File: src/rtl/bus_gnrtr_n_rbtr_if.sv
// Device-side bus bundle for the packet arbiter: transmit FIFO heads in,
// pop/push strobes and the shared bus packet out.
interface bus_gnrtr_n_rbtr_if #(
   parameter int pckg_sz = 16,
   parameter int drvs    = 4
);
   logic [drvs-1:0]              pndng;
   logic [drvs-1:0][pckg_sz-1:0] D_pop;
   logic [drvs-1:0]              pop;
   logic [drvs-1:0]              push;
   logic [drvs-1:0][pckg_sz-1:0] D_push;

   modport master (
      input  pndng,
      input  D_pop,
      output pop,
      output push,
      output D_push
   );

   modport slave (
      output pndng,
      output D_pop,
      input  pop,
      input  push,
      input  D_push
   );
endinterface

File: src/rtl/bus_gnrtr_n_rbtr.sv
// Round-robin bus arbiter: pops one pending device per transaction and pushes
// the packet to the device named in its top byte, or to all others on broadcast.
module bus_gnrtr_n_rbtr #(
   parameter int         pckg_sz   = 16,
   parameter int         drvs      = 4,
   parameter logic [7:0] broadcast = 8'hFF
) (
   input logic                clk,
   input logic                reset,
   bus_gnrtr_n_rbtr_if.master bus
);

   localparam int IW = (drvs > 1) ? $clog2(drvs) : 1;

   typedef enum logic [1:0] {IDLE, POP, PUSH} state_t;

   state_t               state_q, state_d;
   logic [IW-1:0]        grant_q, grant_d;
   logic [IW-1:0]        lastGrant_q, lastGrant_d;
   logic [pckg_sz-1:0]   packet_q, packet_d;
   logic [drvs-1:0]      pop_q, pop_d;
   logic [drvs-1:0]      push_q, push_d;
   logic [pckg_sz-1:0]   dPush_q, dPush_d;

   logic                 found;
   logic [IW-1:0]        sel;
   logic [IW-1:0]        scanIdx;
   logic [7:0]           dest;

   always_ff @(posedge clk or negedge reset) begin
      if (!reset) begin
         state_q     <= IDLE;
         grant_q     <= '0;
         lastGrant_q <= IW'(drvs - 1);
         packet_q    <= '0;
         pop_q       <= '0;
         push_q      <= '0;
         dPush_q     <= '0;
      end else begin
         state_q     <= state_d;
         grant_q     <= grant_d;
         lastGrant_q <= lastGrant_d;
         packet_q    <= packet_d;
         pop_q       <= pop_d;
         push_q      <= push_d;
         dPush_q     <= dPush_d;
      end
   end

   // Strobes are loaded one state early so they are high during POP and PUSH.
   always_comb begin
      state_d     = state_q;
      grant_d     = grant_q;
      lastGrant_d = lastGrant_q;
      packet_d    = packet_q;
      pop_d       = '0;
      push_d      = '0;
      dPush_d     = dPush_q;
      found       = 1'b0;
      sel         = '0;
      scanIdx     = '0;
      dest        = packet_q[pckg_sz-1 -: 8];

      for (int k = 1; k <= drvs; k++) begin
         scanIdx = IW'((int'(lastGrant_q) + k) % drvs);
         if (!found && bus.pndng[scanIdx]) begin
            found = 1'b1;
            sel   = scanIdx;
         end
      end

      case (state_q)
         IDLE: begin
            if (found) begin
               grant_d     = sel;
               lastGrant_d = sel;
               packet_d    = bus.D_pop[sel];
               pop_d[sel]  = 1'b1;
               state_d     = POP;
            end
         end
         POP: begin
            dPush_d = packet_q;
            for (int j = 0; j < drvs; j++) begin
               if (dest == broadcast)
                  push_d[j] = (IW'(j) != grant_q);
               else if (int'(dest) == j)
                  push_d[j] = 1'b1;
            end
            state_d = PUSH;
         end
         PUSH:    state_d = IDLE;
         default: state_d = IDLE;
      endcase
   end

   assign bus.pop    = pop_q;
   assign bus.push   = push_q;
   assign bus.D_push = {drvs{dPush_q}};

endmodule

File: src/flat_wrapper.sv
// flat-port wrapper written by rule: the top's interface ports become plain ports
module bus_gnrtr_n_rbtr_flat 
#(
   parameter int         pckg_sz   = 16,
   parameter int         drvs      = 4,
   parameter logic [7:0] broadcast = 8'hFF
)
  (clk, reset, bus_pndng, bus_D_pop, bus_pop, bus_push, bus_D_push);
  bus_gnrtr_n_rbtr_if #(.pckg_sz(pckg_sz), .drvs(drvs)) bus_i ();
  input logic clk;
  input logic reset;
  input wire logic [$bits(bus_i.pndng)-1:0] bus_pndng;
  input wire logic [$bits(bus_i.D_pop)-1:0] bus_D_pop;
  output wire logic [$bits(bus_i.pop)-1:0] bus_pop;
  output wire logic [$bits(bus_i.push)-1:0] bus_push;
  output wire logic [$bits(bus_i.D_push)-1:0] bus_D_push;
  assign bus_i.pndng = bus_pndng;
  assign bus_i.D_pop = bus_D_pop;
  assign bus_pop = bus_i.pop;
  assign bus_push = bus_i.push;
  assign bus_D_push = bus_i.D_push;
  bus_gnrtr_n_rbtr #(.pckg_sz(pckg_sz), .drvs(drvs), .broadcast(broadcast)) u_core (.clk(clk), .reset(reset), .bus(bus_i));
endmodule
File: config.mk
export PLATFORM = sky130hd
export DESIGN_NAME = bus_gnrtr_n_rbtr_flat
export DESIGN_NICKNAME = d
export VERILOG_FILES = /design/src/rtl/bus_gnrtr_n_rbtr_if.sv /design/src/rtl/bus_gnrtr_n_rbtr.sv /design/src/flat_wrapper.sv
export SDC_FILE = /design/constraint.sdc
export NUM_CORES = 1
export LEC_CHECK = 0
export ABC_CLOCK_PERIOD_IN_PS = 1600
export CORE_ASPECT_RATIO = 0.9
export CORE_MARGIN = 5
export CORE_UTILIZATION = 36
export CTS_BUF_LIST = sky130_fd_sc_hd__clkbuf_16
export DETAILED_ROUTE_END_ITERATION = 16
export PLACE_DENSITY = 0.76
export SYNTH_ARGS = -nofsm -noshare
export SYNTH_HDL_FRONTEND = slang
export SYNTH_SLANG_ARGS = --single-unit
File: constraint.sdc
create_clock -name clk -period 1.6 [get_ports clk]
set_input_delay 0.16 -clock clk [delete_from_list [all_inputs] [get_ports clk]]
set_output_delay 0.16 -clock clk [all_outputs]
set_load 0.05 [all_outputs]
== Word level (Yosys, flattened, before mapping) ==
Index checks and enable logic that the tools add are counted.

* Flip-flop bits (word level): 46
* Output and inout port bits: 72
* Logic and storage cells: 70

* Reductions and logical operators: 11
* Muxes and demuxes: 33
* Equality and inequality tests: 9
* $add $sub $neg: 4
* Order comparisons: 6

{| class="wikitable"
|+ Operators with widths
! cell !! number
|-
| 16-bit binary-select mux with 2-bit select || 1
|-
| 1-bit two-way mux || 17
|-
| 8-bit by 3-bit equality test with 1-bit output (second input constant) || 2
|-
| 16-bit two-way mux || 1
|-
| 2-bit by 3-bit < comparator with 1-bit output (second input constant) || 5
|-
| 4-bit two-way mux || 3
|-
| 2-bit two-way mux || 5
|-
| 1-bit binary-select mux with 2-bit select || 4
|-
| 8-bit by 2-bit equality test with 1-bit output (second input constant) || 1
|-
| 8-bit equality test (second input constant) || 1
|-
| 8-bit logical NOT || 1
|-
| 2-bit by 1-bit adder with 2-bit output (second input constant) || 2
|-
| 2-bit adder (second input constant) || 2
|-
| 1-bit logical AND || 4
|-
| 2-bit != test (first input constant) || 2
|-
| 2-bit case mux with 2 select lines || 1
|-
| 1-bit logical NOT || 3
|-
| 1-bit demux with 2-bit select || 1
|-
| 2-bit by 1-bit equality test with 1-bit output (second input constant) || 1
|-
| 2-bit by 1-bit >= comparator with 1-bit output (second input constant) || 1
|-
| 2-bit logical NOT || 1
|-
| 1-bit by 2-bit != test with 1-bit output (first input constant) || 1
|-
| 2-bit by 1-bit != test with 1-bit output (second input constant) || 1
|-
| 2-bit AND reduction || 1
|-
| 2-bit nonzero test || 1
|}

== Longest topological paths before layout ==
* Word-level depth: 19
* Depth in mapped cells: 7

== Worst setup path before layout ==
Ideal clock, no wire load.

* Kind: reg2reg
* From: register u_core.lastGrant_q[0]
* To: register u_core.packet_q[0]
* Clock period less this slack: 1.741 ns
* Data arrival time: 1.602 ns
* Buffers on the path: 1
* Cell stages (with the launch flop): 7
* Required time: 1.461 ns
* Path slack: -0.141 ns
* Cell sequence: dfstp_2 nand2b_1 a21o_1 nand3_2 buf_2 a2111oi_1 a211oi_1

* Longest elaborated chain between the ends: 15
* Elaborated cells between the ends (all ways): 29

{| class="wikitable"
|+ RTL lines
! element !! line !! text
|-
| start, declared || bus_gnrtr_n_rbtr.sv:19 || <nowiki>logic [IW-1:0] lastGrant_q, lastGrant_d;</nowiki>
|-
| start signal, assigned || bus_gnrtr_n_rbtr.sv:34 || <nowiki>lastGrant_q <= IW'(drvs - 1);</nowiki>
|-
| start signal, assigned || bus_gnrtr_n_rbtr.sv:42 || <nowiki>lastGrant_q <= lastGrant_d;</nowiki>
|-
| 2-bit by 1-bit adder with 2-bit output || bus_gnrtr_n_rbtr.sv:65 || <nowiki>scanIdx = IW'((int'(lastGrant_q) + k) % drvs);</nowiki>
|-
| 1-bit binary-select mux with 2-bit select || bus_gnrtr_n_rbtr.sv:66 || <nowiki>if (!found && bus.pndng[scanIdx]) begin</nowiki>
|-
| 1-bit two-way mux (implied by the code) || bus_gnrtr_n_rbtr.sv:66 ||
|-
| 1-bit two-way mux || bus_gnrtr_n_rbtr.sv:66 ||
|-
| 1-bit logical NOT || bus_gnrtr_n_rbtr.sv:66 ||
|-
| 1-bit logical AND || bus_gnrtr_n_rbtr.sv:66 ||
|-
| 1-bit two-way mux || bus_gnrtr_n_rbtr.sv:66 ||
|-
| 1-bit logical NOT || bus_gnrtr_n_rbtr.sv:66 ||
|-
| 1-bit logical AND || bus_gnrtr_n_rbtr.sv:66 ||
|-
| 1-bit two-way mux || bus_gnrtr_n_rbtr.sv:66 ||
|-
| 1-bit logical NOT || bus_gnrtr_n_rbtr.sv:66 ||
|-
| 1-bit logical AND || bus_gnrtr_n_rbtr.sv:66 ||
|-
| 2-bit two-way mux || bus_gnrtr_n_rbtr.sv:66 ||
|-
| 16-bit binary-select mux with 2-bit select || bus_gnrtr_n_rbtr.sv:77 || <nowiki>packet_d = bus.D_pop[sel];</nowiki>
|-
| 16-bit two-way mux (implied by the code) || bus_gnrtr_n_rbtr.sv:77 ||
|-
| end signal, assigned || bus_gnrtr_n_rbtr.sv:43 || <nowiki>packet_q <= packet_d;</nowiki>
|-
| end, declared || bus_gnrtr_n_rbtr.sv:20 || <nowiki>logic [pckg_sz-1:0] packet_q, packet_d;</nowiki>
|}

Parallel ways exist; a longest one is shown, timed or not. The select of a mux whose other input is x is not followed.
A chain may end at the register's enable or synchronous reset.

== Worst setup path after layout ==
* From: register u_core.lastGrant_q[1]
* To: register u_core.packet_q[5]

The elaborated chain is that of the path after synthesis.

==> flow_summary.html <==
<table>
<tr><th>Metric</th><th>Value</th></tr>
<tr><th colspan="2">Outcome</th></tr>
<tr><td>Run status</td><td>finished, violations left</td></tr>
<tr><td>Violated checks</td><td>negative setup slack</td></tr>
<tr><th colspan="2">Synth</th></tr>
<tr><td>Net count after synthesis</td><td>358</td></tr>
<tr><td>Synthesized area divided by synthesized cell count</td><td>9.55 um^2</td></tr>
<tr><td>Count of yosys warnings during synthesis</td><td>0</td></tr>
<tr><td>Register area share after synthesis</td><td>0.419</td></tr>
<tr><td>EDFF count, synth</td><td>0</td></tr>
<tr><td>Async SR Flop Fraction</td><td>1.00</td></tr>
<tr><td>Most common flop cell mapped by yosys</td><td>dfrtp_1</td></tr>
<tr><td>Distinct cell type count of the synthesized netlist</td><td>40</td></tr>
<tr><td>Syn Inst Count</td><td>288</td></tr>
<tr><td>Area of the mapped netlist</td><td>0.00275 mm^2</td></tr>
<tr><td>Post-synthesis sequential element count</td><td>46</td></tr>
<tr><th colspan="2">Drt</th></tr>
<tr><td>Post-route DRC</td><td>0</td></tr>
<tr><td>Number of antenna-violating nets in the routed design</td><td>0</td></tr>
<tr><td>Via count</td><td>2657</td></tr>
<tr><td>Via-to-Cell Ratio</td><td>5.20</td></tr>
<tr><td>Routed len/inst</td><td>18.1 um</td></tr>
<tr><td>Wire length after detailed routing</td><td>9230 um</td></tr>
<tr><td>First-pass DRT Iterations</td><td>4</td></tr>
<tr><td>DRT iter0 DRCs</td><td>100</td></tr>
<tr><th colspan="2">Layout</th></tr>
<tr><td>Count of non-filler cells in the finished layout</td><td>511</td></tr>
<tr><td>Area delta synth-&gt;final</td><td>74.5%</td></tr>
<tr><td>Proportion of layout cells with a drive suffix above 1</td><td>0.470</td></tr>
<tr><td>Most common library cell in the layout ignoring fill and taps</td><td>buf_4</td></tr>
<tr><td>Total inserted antenna cells</td><td>0</td></tr>
<tr><td>Commonest non-fill, non-tap cells in the layout</td><td>buf_4 (97), clkdlybuf4s50_1 (66), nand2_1 (49)</td></tr>
<tr><td>Number of nets at the end of the flow</td><td>484</td></tr>
<tr><th colspan="2">Placement</th></tr>
<tr><td>Number of port buffers</td><td>141</td></tr>
<tr><td>Number of placed instances with taps included</td><td>495</td></tr>
<tr><td>Post-DP HPWL</td><td>6320 um</td></tr>
<tr><td>Global placer's final weighted congestion</td><td>0.785</td></tr>
<tr><th colspan="2">Clocking</th></tr>
<tr><td>Number of levels the H-tree was split into</td><td>2</td></tr>
<tr><td>Total CTS buffers</td><td>5</td></tr>
<tr><td>TritonCTS clock tree</td><td>done</td></tr>
<tr><td>Root buffer selected by CTS</td><td>clkbuf_16</td></tr>
<tr><td>Clock slew seen by the registers of the worst setup and hold paths</td><td>0.06 ns</td></tr>
<tr><td>Number of sinks handled by clock tree synthesis</td><td>46</td></tr>
<tr><td>Clock latency on the worst-skew pair</td><td>0.28 ns</td></tr>
<tr><td>Maximum buffer depth of the clock tree</td><td>2</td></tr>
<tr><th colspan="2">Timing</th></tr>
<tr><td>Max-slew violation count</td><td>0</td></tr>
<tr><td>Actual slew at the worst max-slew pin</td><td>0.385 ns</td></tr>
<tr><td>Final hold violation count</td><td>0</td></tr>
<tr><td>Time the final worst path needs with I/O delays and setup</td><td>1.86 ns</td></tr>
<tr><td>Unrepaired setup endpoints after global routing</td><td>yes</td></tr>
<tr><td>Post-Route Hold Slack</td><td>0.370 ns</td></tr>
<tr><td>Final WS setup</td><td>-0.264 ns</td></tr>
<tr><td>Number of setup violations in the final report</td><td>23</td></tr>
<tr><td>Upper clock frequency limit</td><td>536 MHz</td></tr>
<tr><td>Ratio of final minimum period to clock period</td><td>1.17</td></tr>
<tr><td>Worst slew margin relative to its limit</td><td>0.743</td></tr>
<tr><td>Final clock skew</td><td>0.00682 ns</td></tr>
<tr><th colspan="2">Global route</th></tr>
<tr><td>Maximum number of pins on one net before global-route repair</td><td>47</td></tr>
<tr><td>Total overflow reported by the global router</td><td>0</td></tr>
<tr><td>Vias in the first global route</td><td>2822</td></tr>
<tr><td>Number of antenna violations at the first check in global routing</td><td>0</td></tr>
<tr><td>Global-route usage over all layers</td><td>0.196</td></tr>
<tr><td>Wire length of the first global-routing pass</td><td>14500 um</td></tr>
<tr><th colspan="2">Worst setup path</th></tr>
<tr><td>Setup crit start kind</td><td>register</td></tr>
<tr><td>Worst path buffer plus inverter count</td><td>2</td></tr>
<tr><td>Maximum cell stage delay along the critical path</td><td>0.59 ns</td></tr>
<tr><td>CP Data Required Time</td><td>1.75 ns</td></tr>
<tr><td>Highest net fanout along the worst path</td><td>10</td></tr>
<tr><td>CP top delay family</td><td>compound AO/OA/AOI/OAI gates</td></tr>
<tr><td>Cell Chain, Critical Path</td><td>buf_6, nand2_2, a21oi_4, o221ai_4, buf_12, a2111oi_4, a211oi_4</td></tr>
<tr><td>Cell type of the slowest stage on the worst timing path</td><td>dfstp_2</td></tr>
<tr><td>Critical Setup Path Class</td><td>reg2reg</td></tr>
<tr><td>Crit. End Element</td><td>register</td></tr>
<tr><td>Crit path DAT</td><td>2.01 ns</td></tr>
<tr><th colspan="2">Floorplan</th></tr>
<tr><td>Initial core utilization</td><td>0.366</td></tr>
<tr><td>Vert. Die Dim</td><td>92.9 um</td></tr>
<tr><td>Die span in x</td><td>102 um</td></tr>
<tr><td>Core area</td><td>0.00751 mm^2</td></tr>
<tr><td>Number of top-level pins</td><td>142</td></tr>
<tr><td>Total number of placement rows</td><td>30</td></tr>
<tr><td>Total Die Area</td><td>0.00949 mm^2</td></tr>
<tr><th colspan="2">Run</th></tr>
<tr><td>Total of max-cap violations</td><td>0</td></tr>
<tr><th colspan="2">Worst hold path</th></tr>
<tr><td>Type of the tightest min-delay check</td><td>in2async</td></tr>
</table>
## flip-flops by register name, summed over array words and instances (netlist names)
register,cells
u_core.packet_q,16
u_core.state_q,2
u_core.lastGrant_q,2
u_core.dPush_q,16
u_core.grant_q,2
u_core.bus.push,4
u_core.bus.pop,4
## path summary, 6_finish.rpt
kind / slack, ns / cells after the start / startpoint / to
hold reg to reg: 0.47 / 2 / u_core.packet_q[7] / u_core.dPush_q[7]
max in group asynchronous: 0.94 / 3 / reset / u_core.lastGrant_q[0]
setup / recovery: -0.26 / 7 / u_core.lastGrant_q[1] / u_core.packet_q[5]
hold / removal: 0.37 / 3 / reset / u_core.packet_q[11]
min in group clk: 0.47 / 2 / u_core.packet_q[7] / u_core.dPush_q[7]
setup reg to reg: -0.26 / 7 / u_core.lastGrant_q[1] / u_core.packet_q[5]
## kinds of logic (layout without fill, tap and decap cells)
group	after synthesis	after routing	synth area share
buffers and inverters	71	198	0.179
AO/OA/AOI/OAI	48	48	0.143
multiplexers	17	17	0.0619
flip-flops	46	46	0.419
AND/OR/NAND/NOR	106	106	0.197
## cell type report
class,count,area (um^2)
clock buffer,5,125
clock inverter,3,15.0
fill,577,2710
inverter,5,18.8
multi-input combinational,171,1670
sequential,46,1150
tap,96,120
timing repair buffer,185,1700
## cell usage after synthesis, types with 2 or more instances
| library cell | number | area [um^2] |
|---|---|---|
| nand2_1 | 51 | 191 |
| inv_1 | 4 | 15.0 |
| buf_12 | 2 | 40.0 |
| nor2_1 | 22 | 82.6 |
| nand4_1 | 2 | 12.5 |
| a211oi_1 | 16 | 120 |
| a32oi_1 | 2 | 17.5 |
| a31oi_1 | 4 | 25.0 |
| clkbuf_1 | 11 | 41.3 |
| a21oi_1 | 2 | 10.0 |
| a311oi_1 | 2 | 17.5 |
| and4_1 | 10 | 87.6 |
| a2111oi_1 | 10 | 100 |
| dfstp_2 | 2 | 52.6 |
| o21ai_0 | 2 | 10.0 |
| nand2b_1 | 2 | 12.5 |
| dfrtp_1 | 44 | 1100 |
| mux2i_1 | 17 | 170 |
| a2111oi_0 | 6 | 52.6 |
| buf_4 | 48 | 360 |
| buf_2 | 4 | 20.0 |
| and4_2 | 6 | 60.1 |
| nor3_1 | 2 | 10.0 |
## stage by stage
step           TNS, ns   util  worst slack [ns]  instance area [um^2]
4_1_cts          -2.69  0.624            -0.170                  4680
2_1_floorplan    -1.40      -            -0.117                  2830
3_5_place_dp    -10.92  0.535            -0.664                  4020
5_1_grt          -5.17  0.639            -0.332                  4800
3_3_place_gp     -9.87  0.535            -0.571                  4020
6_report         -3.66  0.639            -0.264                  4800
## tightest hold or removal path, delay by kind of cell
family / cells / cell delay (ns)
buf+inv: 3 / 0.87
## metal layers
| metal | track usage | up-vias | share of wire |
|---|---|---|---|
| met4 | 0.0689 | 0 | 0.021 |
| met5 | 0 | - | 0 |
| li1 | - | 1233 | - |
| met3 | 0.0444 | 16 | 0.079 |
| met1 | 0.233 | 1286 | 0.38 |
| met2 | 0.345 | 122 | 0.52 |
## what timing repair did
item	4_1_cts	5_1_grt
buffers inserted	4	2
endpoints found under the setup margin	27	28
gates resized for setup	78	20
hold buffers	1	0
endpoints found under the hold margin	44	0
cloned	1	0
pin swaps	36	10
Power is left out: the tool's default activity adds up to more than one toggle a clock period on the data nets, which glitch-free logic cannot reach.
